**src/rtl/masked_sbox_pkg.sv**
```systemverilog
// Shared constants, state encoding and core request payload for the masked S-box feeder.
package masked_sbox_pkg;

    localparam int unsigned LFSR_W       = 32;
    localparam logic [31:0] LFSR_POLY    = 32'h8020_0003;
    localparam logic [31:0] DEFAULT_SEED = 32'hACE1_2468;

    localparam logic [1:0] OP_FWD = 2'b00;
    localparam logic [1:0] OP_INV = 2'b01;

    typedef enum logic [1:0] {
        ST_IDLE,
        ST_BUSY,
        ST_HOLD
    } state_t;

    typedef struct packed {
        logic [1:0] op;
        logic [7:0] prd;
        logic [7:0] mask;
        logic [7:0] data;
    } sb_req_t;

endpackage

```
**src/rtl/share_lfsr.sv**
```systemverilog
// Free-running Galois LFSR supplying mask and fresh randomness bits.
// Reseed port present only with MASKED_SBOX_FEEDER_RESEED_EN.
module share_lfsr
    import masked_sbox_pkg::*;
#(
    parameter int unsigned   W    = LFSR_W,
    parameter logic [W-1:0]  SEED = W'(DEFAULT_SEED)
) (
    input  logic         clk,
    input  logic         rst,
    input  logic         step,
`ifdef MASKED_SBOX_FEEDER_RESEED_EN
    input  logic         load,
    input  logic [W-1:0] seed_val,
`endif
    output logic [15:0]  rnd
);

    logic [W-1:0] lfsr_q;
    logic [W-1:0] lfsr_n;

    always_comb begin
        lfsr_n = lfsr_q;
        if (step) begin
            lfsr_n = (lfsr_q >> 1) ^ (lfsr_q[0] ? W'(LFSR_POLY) : '0);
        end
`ifdef MASKED_SBOX_FEEDER_RESEED_EN
        // A zero seed would lock the LFSR, so fall back to the reset seed.
        if (load) begin
            lfsr_n = (seed_val == '0) ? SEED : seed_val;
        end
`endif
    end

    always_ff @(posedge clk or posedge rst) begin
        if (rst) begin
            lfsr_q <= SEED;
        end else begin
            lfsr_q <= lfsr_n;
        end
    end

    assign rnd = lfsr_q[15:0];

endmodule

```
**src/rtl/masked_sbox_feeder.sv**
```systemverilog
// Masks input bytes, drives the masked S-box core for its fixed latency, and returns the share pair.
// Optional LFSR reseed ports under MASKED_SBOX_FEEDER_RESEED_EN.
module masked_sbox_feeder
    import masked_sbox_pkg::*;
#(
    parameter int unsigned      SBOX_LAT = 3,
    parameter int unsigned      LFSR_W   = 32,
    parameter logic [31:0]      SEED     = 32'hACE1_2468
) (
    input  logic              clk_i,
    input  logic              rst_i,
    input  logic              in_valid_i,
    output logic              in_ready_o,
    input  logic [7:0]        in_data_i,
    input  logic [1:0]        in_op_i,
    output logic [7:0]        sb_data_o,
    output logic [7:0]        sb_mask_o,
    output logic [1:0]        sb_op_o,
    output logic [7:0]        sb_prd_o,
    input  logic [7:0]        sb_data_i,
    input  logic [7:0]        sb_mask_i,
`ifdef MASKED_SBOX_FEEDER_RESEED_EN
    input  logic              seed_load_i,
    input  logic [LFSR_W-1:0] seed_i,
`endif
    output logic              out_valid_o,
    input  logic              out_ready_i,
    output logic [7:0]        out_data_o,
    output logic [7:0]        out_mask_o
);

    localparam int unsigned CNT_W = 4;

    state_t           state_q, state_n;
    logic [CNT_W-1:0] cnt_q, cnt_n;
    sb_req_t          sb_q, sb_n;
    logic [7:0]       out_data_q, out_data_n;
    logic [7:0]       out_mask_q, out_mask_n;
    logic             out_valid_q, out_valid_n;
    logic             in_ready_q, in_ready_n;
    logic [15:0]      rnd;

    share_lfsr #(
        .W    (LFSR_W),
        .SEED (LFSR_W'(SEED))
    ) u_lfsr (
        .clk      (clk_i),
        .rst      (rst_i),
        .step     (1'b1),
`ifdef MASKED_SBOX_FEEDER_RESEED_EN
        .load     (seed_load_i),
        .seed_val (seed_i),
`endif
        .rnd      (rnd)
    );

    // Next-state and output logic; the plain input byte only ever enters a register XORed with the mask.
    always_comb begin
        state_n    = state_q;
        cnt_n      = cnt_q;
        sb_n       = sb_q;
        out_data_n = out_data_q;
        out_mask_n = out_mask_q;
        case (state_q)
            ST_IDLE: begin
                if (in_valid_i) begin
                    sb_n.data = in_data_i ^ rnd[7:0];
                    sb_n.mask = rnd[7:0];
                    sb_n.op   = in_op_i;
                    sb_n.prd  = rnd[15:8];
                    cnt_n     = CNT_W'(SBOX_LAT);
                    state_n   = ST_BUSY;
                end
            end
            ST_BUSY: begin
                cnt_n = cnt_q - CNT_W'(1);
                if (cnt_q == CNT_W'(1)) begin
                    out_data_n = sb_data_i;
                    out_mask_n = sb_mask_i;
                    sb_n       = '0;
                    state_n    = ST_HOLD;
                end
            end
            ST_HOLD: begin
                if (out_ready_i) begin
                    state_n = ST_IDLE;
                end
            end
            default: begin
                state_n = ST_IDLE;
            end
        endcase
        in_ready_n  = (state_n == ST_IDLE);
        out_valid_n = (state_n == ST_HOLD);
    end

    always_ff @(posedge clk_i or posedge rst_i) begin
        if (rst_i) begin
            state_q     <= ST_IDLE;
            cnt_q       <= '0;
            sb_q        <= '0;
            out_data_q  <= '0;
            out_mask_q  <= '0;
            out_valid_q <= 1'b0;
            in_ready_q  <= 1'b1;
        end else begin
            state_q     <= state_n;
            cnt_q       <= cnt_n;
            sb_q        <= sb_n;
            out_data_q  <= out_data_n;
            out_mask_q  <= out_mask_n;
            out_valid_q <= out_valid_n;
            in_ready_q  <= in_ready_n;
        end
    end

    assign in_ready_o  = in_ready_q;
    assign out_valid_o = out_valid_q;
    assign out_data_o  = out_data_q;
    assign out_mask_o  = out_mask_q;
    assign sb_data_o   = sb_q.data;
    assign sb_mask_o   = sb_q.mask;
    assign sb_op_o     = sb_q.op;
    assign sb_prd_o    = sb_q.prd;

endmodule

```
**config.mk**
```make
export PLATFORM = sky130hd
export DESIGN_NAME = masked_sbox_feeder
export DESIGN_NICKNAME = d
export VERILOG_FILES = /design/src/rtl/masked_sbox_pkg.sv /design/src/rtl/share_lfsr.sv /design/src/rtl/masked_sbox_feeder.sv
export SDC_FILE = /design/constraint.sdc
export NUM_CORES = 1
export LEC_CHECK = 0
export BUFFER_PORTS_ARGS = -buffer_cell sky130_fd_sc_hd__buf_2
export CAP_MARGIN = 20
export CELL_PAD_IN_SITES_DETAIL_PLACEMENT = 1
export CELL_PAD_IN_SITES_GLOBAL_PLACEMENT = 1
export CORE_MARGIN = 4
export CORE_UTILIZATION = 38
export DETAILED_ROUTE_END_ITERATION = 12
export PLACE_DENSITY_LB_ADDON = 0.3
export SYNTH_ARGS = -nofsm -noshare
export SYNTH_HDL_FRONTEND = slang
export SYNTH_SLANG_ARGS = --single-unit
```
**constraint.sdc**
```tcl
create_clock -name clk_i -period 2.1 [get_ports clk_i]
set_input_delay 0.105 -clock clk_i [delete_from_list [all_inputs] [get_ports clk_i]]
set_output_delay 0.105 -clock clk_i [all_outputs]
set_load 0.1 [all_outputs]
```
# --- Word-level counts from Yosys, hierarchy flattened ---
# Index checks and enable logic that the tools add are counted.
totals:
  register_bits: 82
  in_bits: 30
  output_inout_bits: 44
  elab_cells: 36
classes:
  add_sub_neg: 1
  eq_ne: 6
  n_mux: 10
  bitwise_logic: 2
  n_reduce_logical: 6
ops:
  columns: ["op", "n"]
  rows:
  - ["$mux W26", 2]
  - ["$pmux W26 S2", 1]
  - ["$mux W32", 1]
  - ["$xor A31 B32 Y32", 1]
  - ["$pmux W4 S2", 1]
  - ["$xor A8 B8 Y8", 1]
  - ["$mux W2", 3]
  - ["$pmux W2 S3", 1]
  - ["$eq A2 B2 Y1 const B", 2]
  - ["$eq A4 B1 Y1 const B", 1]
  - ["$logic_not A2 Y1", 2]
  - ["$mux W4", 1]
  - ["$ne A2 B2 Y1 const B", 2]
  - ["$reduce_and A2 Y1", 2]
  - ["$sub A4 B1 Y4 const B", 1]
  - ["$reduce_and A3 Y1", 1]
  - ["$eq A2 B1 Y1 const B", 1]
  - ["$reduce_bool A2 Y1", 1]

# --- Longest topological paths before layout ---
# Gate-level depths: netlist of run 1.
logic_depth:
  depth_word: 4
  depth_mapped: 6
  mapped_depth_nobuf: 5

# --- Modules after synthesis ---
# A second synthesis of run 1 with hierarchy kept.
unflattened:
  hier_cells: 237
  area_unflattened_um2: 3502.1
by_module_without_submodules:
  columns: ["mod", "instances", "cells_each", "area_each_um2", "seq_area_each_um2"]
  rows:
  - ["masked_sbox_feeder", 1, 147, 2030.7, 1252.5]
  - ["share_lfsr", 1, 90, 1471.4, 817.0]

# --- Least setup slack after synthesis of run 1 ---
# Ideal clock, no wire load.
synth_timing:
  kind: "flip-flop to flip-flop"
  startpoint: "register state_q[1]"
  endpoint: "register out_data_q[4] (netlist: out_data_o[4])"
  setup_ns: 0.125
  t_arrival_ns: 1.604
  required_time_ns: 1.975
  path_slack_ns: 0.371
  path_stages_with_launch: 5
  n_path_buf: 1
  synth_period_minus_slack_ns: 1.729
  cell_sequence: "dfrtp_1 -> nand2b_2 -> nor4b_4 -> buf_6 -> mux2_2"
synth_via:
  elab_chain_cells: 2
synth_rtl:
  columns: ["item", "line_no", "source"]
  rows:
  - ["from (decl)", "masked_sbox_feeder.sv:34", "state_t state_q, state_n;"]
  - ["from (signal assigned)", "masked_sbox_feeder.sv:107", "state_q <= state_n;"]
  - ["$eq A2 B1 Y1", "masked_sbox_feeder.sv:64", "case (state_q)"]
  - ["$reduce_and A2 Y1 (no line)", null, null]
  - ["to (signal assigned)", "masked_sbox_feeder.sv:110", "out_data_q <= out_data_n;"]
  - ["to (decl)", "masked_sbox_feeder.sv:37", "logic [7:0] out_data_q, out_data_n;"]
# No other way between the ends.
# A chain may end at the register's enable or synchronous reset.

# --- Worst setup path after layout of run 1 ---
layout_timing:
  startpoint: "register cnt_q[0]"
  endpoint: "register sb_q, in the netlist sb_prd_o[7]"
layout_via:
  elab_chain_cells: 3
layout_rtl:
  columns: ["item", "line_no", "source"]
  rows:
  - ["from (decl)", "masked_sbox_feeder.sv:35", "logic [CNT_W-1:0] cnt_q, cnt_n;"]
  - ["from (signal assigned)", "masked_sbox_feeder.sv:108", "cnt_q <= cnt_n;"]
  - ["$eq A4 B1 Y1", "masked_sbox_feeder.sv:77", "if (cnt_q == CNT_W'(1)) begin"]
  - ["$ne A2 B2 Y1 (no line)", null, null]
  - ["$reduce_and A3 Y1 (no line)", null, null]
  - ["to (signal assigned)", "masked_sbox_feeder.sv:109", "sb_q <= sb_n;"]
  - ["to (decl)", "masked_sbox_feeder.sv:36", "sb_req_t sb_q, sb_n;"]
# No other way between the ends.

==> impl_metrics.py, run 1 <==
metrics = {
    "layout": {
        "nFillCells": 753,
        "fin_util_pct": 51.9,
        "syn_to_final_growth_pct": 32.2,
        "fin_area_mm2": 0.00376,
        "diodes": 0,
        "drive_above_1_share_pct": 45.8,
        "instances_no_fill": 385,
        "final_nets": 313,
    },
    "yosys": {
        "ys_ff_latch": 82,
        "synth_nets": 213,
        "syn-cell-area_mm2": 0.00285,
        "synthTopCellsByArea": "dfrtp_1 (60%), dfstp_2 (13%), mux2_2 (6.7%)",
        "ys_async_sr_fraction_pct": 100,
        "yosysWarnings": 0,
        "synthDominantCellAreaShare_pct": 59.8,
        "synth_edf_count": 0,
        "synth_ff_type": "dfrtp_1",
        "syn_inst": 181,
        "netlist.top_cell.by_area": "dfrtp_1",
        "ys_seq_area_share_pct": 72.7,
        "ys_types": 28,
        "syn_area_per_cell_um2": 15.7,
    },
    "sta": {
        "fmax_mhz": 545,
        "fin_hold_ws_ns": 0.0379,
        "tightest_slew_ns": 0.799,
        "finalClockSkew_ns": 0.00587,
        "slew_headroom_pct": 46.7,
        "fin_ws_ns": 0.267,
        "fin_crit_sh_pct": 87.3,
        "setup_viol": 0,
        "tns_ns": 0,
        "rsz0062_at_grt": "false",
        "hold_viol_final": 0,
        "finalMaxSlewViolations": 0,
        "finalCriticalPeriod_ns": 1.83,
    },
    "routing": {
        "viasPerCell": 4.65,
        "first_iter_violations": 50,
        "num_vias": 1791,
        "wl_per_cell_um": 16.3,
        "ant_nets": 0,
        "drt-total-wl_um": 6270,
        "drtPass1Iterations": 4,
        "remaining_drc_errors": 0,
    },
    "clock_network": {
        "cts_tree": "done",
        "cts-htree-levels": 3,
        "clk_pin_slew_ns": 0.08,
        "clk_latency_ns": 0.35,
        "clk_path_buf_depth": 2,
        "cts_buffers": 9,
        "root_buffer": "clkbuf_8",
        "cts_sinks": 82,
        "cts_setup_buffers": 0,
    },
    "pwr": {
        "pwr_density_cell_mw_per_mm2": 1680,
        "leakagePower_nw": 1.87,
        "finalPower_mw": 6.32,
        "peakVddDrop_mv": 0.628,
    },
    "min_path": {
        "hp-class": "input pin to flop",
    },
    "place": {
        "place.port_buffers": 73,
        "dp_hpwl_um": 3970,
        "post_dp_cell_area_mm2": 0.00335,
        "dp_worst_setup_slack_ns": 0.252,
        "dp.cells": 350,
        "routabilityCongestion": 0.746,
    },
    "floorplanning": {
        "die_h_um": 94.6,
        "fp-row-count": 31,
        "die_area_mm2": 0.00894,
        "initial_utilization_pct": 39.2,
        "pin_count": 74,
        "die_w_um": 94.6,
        "core_mm2": 0.00725,
    },
    "worst_setup_path": {
        "crit_fanout": 18,
        "setup.worst_path.end_class": "flop",
        "start_kind": "flop",
        "crit_required_ns": 2.38,
        "crit_type": "flop to flop",
        "worstPathArrival_ns": 2.11,
    },
    "run_status": {
        "status": "finished, final reports clean",
    },
    "global_route": {
        "grtUsageMet3_pct": 5.50,
        "grt_use_met2_pct": 24.9,
        "grt_pass1_vias": 1980,
        "grtUsageTotal_pct": 15.3,
        "use_met1_pct": 18.9,
        "gr-total-overflow": 0,
        "grt_pass1_wl_um": 10200,
        "antenna_found_initial": 0,
        "grt_max_degree": 83,
        "busiest_layer": "met2",
    },
    "flow_run": {
        "max_cap_viol_count": 0,
    },
}
## cell families after synthesis
family,after synthesis,synth area share [%]
AOI/OAI and AO/OA,32,9.01
xor gates and xnor gates,11,3.38
DFF,82,72.7
muxes,17,6.73
and+or+nand+nor,26,5.45
buffers and inverters,11,1.85
adders and majority gates,2,0.879
## layer usage
metal | part of all wire [%] | vias up
li1 | - | 834
met1 | 44 | 906
met2 | 49 | 45
met3 | 5.2 | 6
met4 | 1.1 | 0
met5 | 0 | -
## report_power, final
group	total (mW)	internal, mW	switching (mW)
registers	2.09	1.89	0.198
logic	2.95	0.595	2.36
clock network	1.28	0.682	0.600
total	6.32	3.17	3.16
## flip-flops by register name (all words and copies together) (netlist names)
register	flops
u_lfsr.lfsr_q	32
out_data_o	8
out_mask_o	8
sb_data_o	8
sb_mask_o	8
sb_prd_o	8
cnt_q	4
sb_op_o	2
state_q	2
in_ready_o	1
out_valid_o	1
## worst max-delay path, stage by stage (launching register included)
cell and delay (ns):
dfrtp_1 0.42, ha_1 0.22, and4bb_2 0.24, o21bai_2 0.63, a22o_1 0.25
## cell type report
cell class	count	area, um2	area share [%]
clock buffer	9	124	3.29
clock inverter	7	100	2.66
inverter	3	15.0	0.399
multi-input combinational	88	724	19.3
sequential	82	2070	55.0
tap	99	124	3.29
timing repair buffer	97	606	16.1
## layout by cell type (no fill, tap or decap), types with 2 or more instances in the layout
| cell type | count |
|---|---|
| dfrtp_1 | 68 |
| clkbuf_8 | 9 |
| buf_4 | 4 |
| xnor2_1 | 8 |
| inv_6 | 3 |
| nand2_1 | 11 |
| bufinv_16 | 2 |
| a22o_1 | 19 |
| nand2b_1 | 2 |
| inv_1 | 2 |
| o22ai_1 | 8 |
| dlygate4sd3_1 | 19 |
| mux2_2 | 17 |
| nor2_1 | 3 |
| buf_2 | 73 |
| xor2_1 | 3 |
| nor2b_1 | 3 |
| ha_1 | 2 |
| dfstp_2 | 14 |
## path summary, 6_finish.rpt
path / from / slack, ns / end / depth (start not counted)
min in group asynchronous: rst_i / 0.40 / out_mask_o[0] / 4
hold reg to reg: u_lfsr.lfsr_q[20] / 0.35 / u_lfsr.lfsr_q[19] / 0
setup reg to reg: cnt_q[0] / 0.27 / sb_prd_o[7] / 4
hold / removal: out_ready_i / 0.04 / state_q[1] / 4
setup / recovery: cnt_q[0] / 0.27 / sb_prd_o[7] / 4
max in group asynchronous: rst_i / 1.34 / u_lfsr.lfsr_q[6] / 4
## cell usage after synthesis (2+ instances only)
library cell and instances:
o22ai_1 8, nor2b_1 3, xnor2_1 8, xor2_1 3, inv_1 3, nand2_1 11
nand2b_1 2, a22o_1 19, mux2_2 17, ha_1 2, clkbuf_1 4, dfstp_2 14
dfrtp_1 68, nor2_1 3, buf_2 3
## what timing repair did
| action | CTS | global route |
|---|---|---|
| endpoints found under the hold margin | 86 | 0 |
| hold buffers | 19 | 0 |
| gates resized for setup | 0 | 0 |
Power figures use the tool's default switching activity.
==> inputs of run 2 (changes only) <==
--- a/config.mk
+++ b/config.mk
@@ -13,6 +13,7 @@
 export CORE_UTILIZATION = 38
 export DETAILED_ROUTE_END_ITERATION = 12
 export PLACE_DENSITY_LB_ADDON = 0.3
+export RECOVER_POWER = 25
 export SYNTH_ARGS = -nofsm -noshare
 export SYNTH_HDL_FRONTEND = slang
 export SYNTH_SLANG_ARGS = --single-unit
==> run 2 against run 1 <==
Count of clock-buffer cells in the layout is the same; critical endpoint unchanged; largest power group unchanged; largest cell class unchanged; clock power hardly changed; combinational power barely moved; critical path depth stayed put; sequential power about the same; highest routed layer unchanged; critical path type unchanged.
==> impl_metrics.py, run 2 (synthesis results as in run 1) <==
metrics = {
    "clock_network": {
        "clk_latency_ns": 0.35,
        "cts_resized": 0,
        "hold_buffers": 19,
        "cts-htree-levels": 3,
        "cts_sinks": 82,
        "root_buffer": "clkbuf_8",
        "cts_tree": "done",
        "clk_path_buf_depth": 2,
        "cts_buffers": 9,
        "clk_pin_slew_ns": 0.08,
        "cts_setup_buffers": 0,
    },
    "routing": {
        "wl_met2_um": 3090,
        "drt-total-wl_um": 6280,
        "dr_wl_met3_um": 329,
        "num_vias": 1793,
        "top_layer": "met4",
        "viasPerCell": 4.66,
        "wl_met1_um": 2790,
        "ant_nets": 0,
        "drtPass1Iterations": 4,
        "first_iter_violations": 48,
        "remaining_drc_errors": 0,
        "wl_per_cell_um": 16.3,
    },
    "sta": {
        "hold_viol_final": 0,
        "rsz0062_at_grt": "false",
        "finalMaxSlewViolations": 0,
        "fin_crit_sh_pct": 87.3,
        "slew_headroom_pct": 29.0,
        "finalClockSkew_ns": 0.00589,
        "setup_viol": 0,
        "fin_ws_ns": 0.266,
        "fmax_mhz": 545,
        "tightest_slew_ns": 1.06,
        "finalCriticalPeriod_ns": 1.83,
        "tns_ns": 0,
    },
    "pwr": {
        "pwr_density_cell_mw_per_mm2": 1690,
        "p_int_mw": 3.16,
        "p_comb_share_pct": 46.7,
        "leakagePower_nw": 1.87,
        "seq_power_share_pct": 33.1,
        "finalPower_mw": 6.32,
        "switching_share_pct": 49.9,
        "peakVddDrop_mv": 0.628,
        "switching_power_mw": 3.15,
        "p_clk_share_pct": 20.3,
    },
    "min_path": {
        "hp-class": "input pin to flop",
    },
    "layout": {
        "layout_common_cells": "buf_2 (72), dfrtp_1 (68), a22o_1 (19), dlygate4sd3_1 (19), mux2_2 (17)",
        "drive_above_1_share_pct": 44.1,
        "final_nets": 313,
        "diodes": 0,
        "fin_area_mm2": 0.00375,
        "largest_register_ffs": 32,
        "top_register": "u_lfsr.lfsr_q",
        "final_common_cell": "buf_2",
        "instances_no_fill": 385,
        "syn_to_final_growth_pct": 31.7,
    },
    "global_route": {
        "grt_max_degree": 83,
        "grt_pass1_wl_um": 10200,
        "grt_pass1_vias": 1980,
        "antenna_found_initial": 0,
        "gr-total-overflow": 0,
        "grtUsageTotal_pct": 15.3,
    },
    "floorplanning": {
        "die_area_mm2": 0.00894,
        "fp-row-count": 31,
        "core_mm2": 0.00725,
        "die_w_um": 94.6,
        "initial_utilization_pct": 39.2,
        "die_h_um": 94.6,
        "pin_count": 74,
    },
    "place": {
        "post_dp_cell_area_mm2": 0.00335,
        "dp_hpwl_um": 3970,
        "dp_worst_setup_slack_ns": 0.252,
        "dp.cells": 350,
        "place.port_buffers": 73,
        "routabilityCongestion": 0.746,
    },
    "flow_run": {
        "max_cap_viol_count": 0,
    },
    "worst_setup_path": {
        "setup.worst_path.end_class": "flop",
        "crit_type": "flop to flop",
        "cpPeakStageDelay_ns": 0.63,
        "crit_required_ns": 2.38,
        "start_kind": "flop",
        "worstPathArrival_ns": 2.11,
        "cp_cell_sequence": "ha_1 > and4bb_2 > o21bai_2 > a22o_1",
        "slowest_stage": "o21bai_2",
        "crit_fanout": 18,
    },
    "run_status": {
        "status": "finished, final reports clean",
    },
}
run 2: power groups by stage:
stage	logic, mW	clock network, mW	registers (mW)
after floorplan	0.644	0	3.92
after global placement	2.91	0	2.10
after detailed placement	2.95	0	2.12
after CTS	2.98	1.33	2.09
after global routing	3.09	1.41	2.14
final	2.95	1.28	2.09
run 2: metal layers:
metal	global-route usage, %	vias up
met5	0	-
met4	5.17	0
met3	5.50	6
met2	24.9	45
met1	18.9	907
li1	-	835
run 2: stage by stage:
step           util [%]  hold slack (ns)
2_1_floorplan         -            0.245
3_3_place_gp       46.2            0.257
3_5_place_dp       46.2            0.262
4_1_cts            51.9           0.0197
5_1_grt            51.7           0.0422
6_report           51.7           0.0382
run 2: path summary, 6_finish.rpt:
path / start / to / slack (ns) / cells after the start
max: cnt_q[0] / sb_prd_o[7] / 0.27 / 4
min: out_ready_i / state_q[1] / 0.04 / 4
max reg2reg: cnt_q[0] / sb_prd_o[7] / 0.27 / 4
min reg2reg: u_lfsr.lfsr_q[20] / u_lfsr.lfsr_q[19] / 0.35 / 0
max in group asynchronous: rst_i / u_lfsr.lfsr_q[18] / 0.75 / 4
min in group asynchronous: rst_i / out_data_o[5] / 0.68 / 4
run 2: layout make-up:
type | count | area, um2
timing repair buffer | 97 | 592
fill | 755 | 3500
sequential | 82 | 2070
clock inverter | 7 | 100
tap | 99 | 124
inverter | 3 | 15.0
clock buffer | 9 | 124
multi-input combinational | 88 | 724
run 2: worst max-delay path: cells and delay by family, from the launching register on:
| family | cells | cell delay (ns) |
|---|---|---|
| flip-flops | 1 | 0.42 |
| AO/OA/AOI/OAI | 2 | 0.88 |
| AND/OR/NAND/NOR | 1 | 0.24 |
| adder cells (fa/ha/maj) | 1 | 0.22 |
==> inputs of run 3 (changes only) <==
--- a/config.mk
+++ b/config.mk
@@ -12,7 +12,7 @@
 export CORE_MARGIN = 4
 export CORE_UTILIZATION = 38
 export DETAILED_ROUTE_END_ITERATION = 12
-export PLACE_DENSITY_LB_ADDON = 0.3
+export PLACE_DENSITY_LB_ADDON = 0.1
 export RECOVER_POWER = 25
 export SYNTH_ARGS = -nofsm -noshare
 export SYNTH_HDL_FRONTEND = slang
==> run 3 against run 2 <==
Hold slack better by 0.016 ns; clock skew is 0.0062 ns higher; first-iteration DRC count is 85% higher; critical path depth stayed put; routed wire length is 1.0% lower; sequential cell count stayed put.
==> impl_metrics.py, run 3 (synthesis results as in run 1) <==
metrics = {
    "worst_setup_path": {
        "endpoint": "out_data_o[4]",
        "regToRegEndpoint": "out_data_o[4]",
        "start_kind": "flop",
        "reg2reg_from": "state_q[1]",
        "worstRegToRegCells": 4,
        "crit_fanout": 16,
        "crit_type": "flop to flop",
        "worst-r2r-setup-slack_ns": 0.38,
        "cp-startpoint": "state_q[1]",
        "worstPathArrival_ns": 1.95,
        "setup.worst_path.end_class": "flop",
        "crit_required_ns": 2.33,
    },
    "clock_network": {
        "root_buffer": "clkbuf_8",
        "clk_pin_slew_ns": 0.09,
        "cts_resized": 0,
        "hold_buffers": 19,
        "cts_sinks": 82,
        "cts_buffers": 9,
        "clk_path_buf_depth": 2,
        "cts_setup_buffers": 0,
        "clk_latency_ns": 0.34,
        "cts_tree": "done",
        "cts-htree-levels": 3,
    },
    "global_route": {
        "gr-total-overflow": 0,
        "grt_max_degree": 42,
        "grt_pass1_wl_um": 10100,
        "antenna_found_initial": 0,
        "grtUsageTotal_pct": 15.1,
        "grt_pass1_vias": 1928,
    },
    "pwr": {
        "p_comb_share_pct": 47.0,
        "switching_share_pct": 49.6,
        "p_int_mw": 3.18,
        "p_clk_share_pct": 20.1,
        "switching_power_mw": 3.13,
        "peakVddDrop_mv": 0.562,
        "leakagePower_nw": 1.89,
        "seq_power_share_pct": 32.9,
        "pwr_density_cell_mw_per_mm2": 1670,
    },
    "place": {
        "routabilityCongestion": 0.657,
        "dp_hpwl_um": 4050,
        "place.port_buffers": 73,
    },
    "floorplanning": {
        "fp-row-count": 31,
        "core_mm2": 0.00725,
        "pin_count": 74,
        "die_w_um": 94.6,
        "initial_utilization_pct": 39.2,
        "die_area_mm2": 0.00894,
        "die_h_um": 94.6,
    },
    "flow_run": {
        "max_cap_viol_count": 0,
    },
    "layout": {
        "top_register": "u_lfsr.lfsr_q",
        "layout_common_cells": "buf_2 (73), dfrtp_1 (68), a22o_1 (19), dlygate4sd3_1 (19), mux2_2 (17)",
        "fin_util_pct": 52.1,
        "final_nets": 315,
        "syn_to_final_growth_pct": 32.7,
        "final_common_cell": "buf_2",
        "largest_register_ffs": 32,
        "drive_above_1_share_pct": 44.4,
    },
    "sta": {
        "hold_viol_final": 0,
        "tightest_slew_ns": 1.45,
        "finalMaxSlewViolations": 0,
        "setup_viol": 0,
        "fmax_mhz": 582,
        "slew_headroom_pct": 2.80,
        "fin_crit_sh_pct": 81.9,
        "finalClockSkew_ns": 0.0121,
        "fin_hold_ws_ns": 0.0545,
        "tns_ns": 0,
        "finalCriticalPeriod_ns": 1.72,
        "rsz0062_at_grt": "false",
    },
    "routing": {
        "remaining_drc_errors": 0,
        "drt-total-wl_um": 6210,
        "viasPerCell": 4.73,
        "first_iter_violations": 89,
        "num_vias": 1835,
        "ant_nets": 0,
        "wl_per_cell_um": 16.0,
        "drtPass1Iterations": 3,
    },
    "min_path": {
        "hp-class": "input pin to flop",
    },
    "run_status": {
        "status": "finished, final reports clean",
    },
}
[run 3: cell type report]
type / instances / area, um2
Inverter: 3 / 12.5
Fill cell: 756 / 3480
Timing Repair Buffer: 99 / 621
Clock inverter: 7 / 98.8
Sequential cell: 82 / 2070
Multi-Input combinational cell: 88 / 724
Tap cell: 99 / 124
Antenna cell: 1 / 2.50
Clock buffer: 9 / 124
[run 3: through the flow]
stage | instance area [um2] | power, mW | std cells | setup slack, ns
2_1_floorplan | 2850 | 4.56 | 181 | 0.371
3_3_place_gp | 3360 | 5.05 | 352 | 0.401
3_5_place_dp | 3360 | 5.08 | 352 | 0.355
4_1_cts | 3780 | 6.39 | 387 | 0.351
5_1_grt | 3770 | 6.61 | 387 | 0.268
6_report | 3780 | 6.31 | 388 | 0.381
[run 3: power by group through the flow]
stage | registers (mW) | logic, mW | clock network [mW]
4_1_cts | 2.09 | 2.99 | 1.31
5_1_grt | 2.13 | 3.10 | 1.38
3_3_place_gp | 2.11 | 2.94 | 0
2_1_floorplan | 3.92 | 0.644 | 0
6_report | 2.08 | 2.97 | 1.27
3_5_place_dp | 2.12 | 2.96 | 0
[run 3: worst min-delay path by stage]
| stage | slack [ns] | depth (start not counted) | to | startpoint |
|---|---|---|---|---|
| 2_1_floorplan | 0.25 | 1 | sb_op_o[0] | in_op_i[0] |
| 3_3_place_gp | 0.26 | 2 | sb_prd_o[3] | rst_i |
| 3_5_place_dp | 0.25 | 2 | sb_prd_o[3] | rst_i |
| 4_1_cts | 0.04 | 3 | sb_data_o[4] | in_data_i[4] |
| 5_1_grt | 0.06 | 3 | sb_data_o[4] | in_data_i[4] |
| 6_report | 0.05 | 3 | sb_data_o[3] | in_data_i[3] |
[run 3: critical path, stage by stage, from the launching register on]
cell and delay, ns:
dfrtp_1 0.44, nand2b_2 0.24, nor4b_4 0.27, buf_4 0.29, mux2_2 0.37
[run 3: metal layers]
layer,GRT usage [%],part of all wire [%]
met5,0,0
met1,19.3,45
met3,2.63,3.3
met4,8.29,1.6
met2,24.2,50
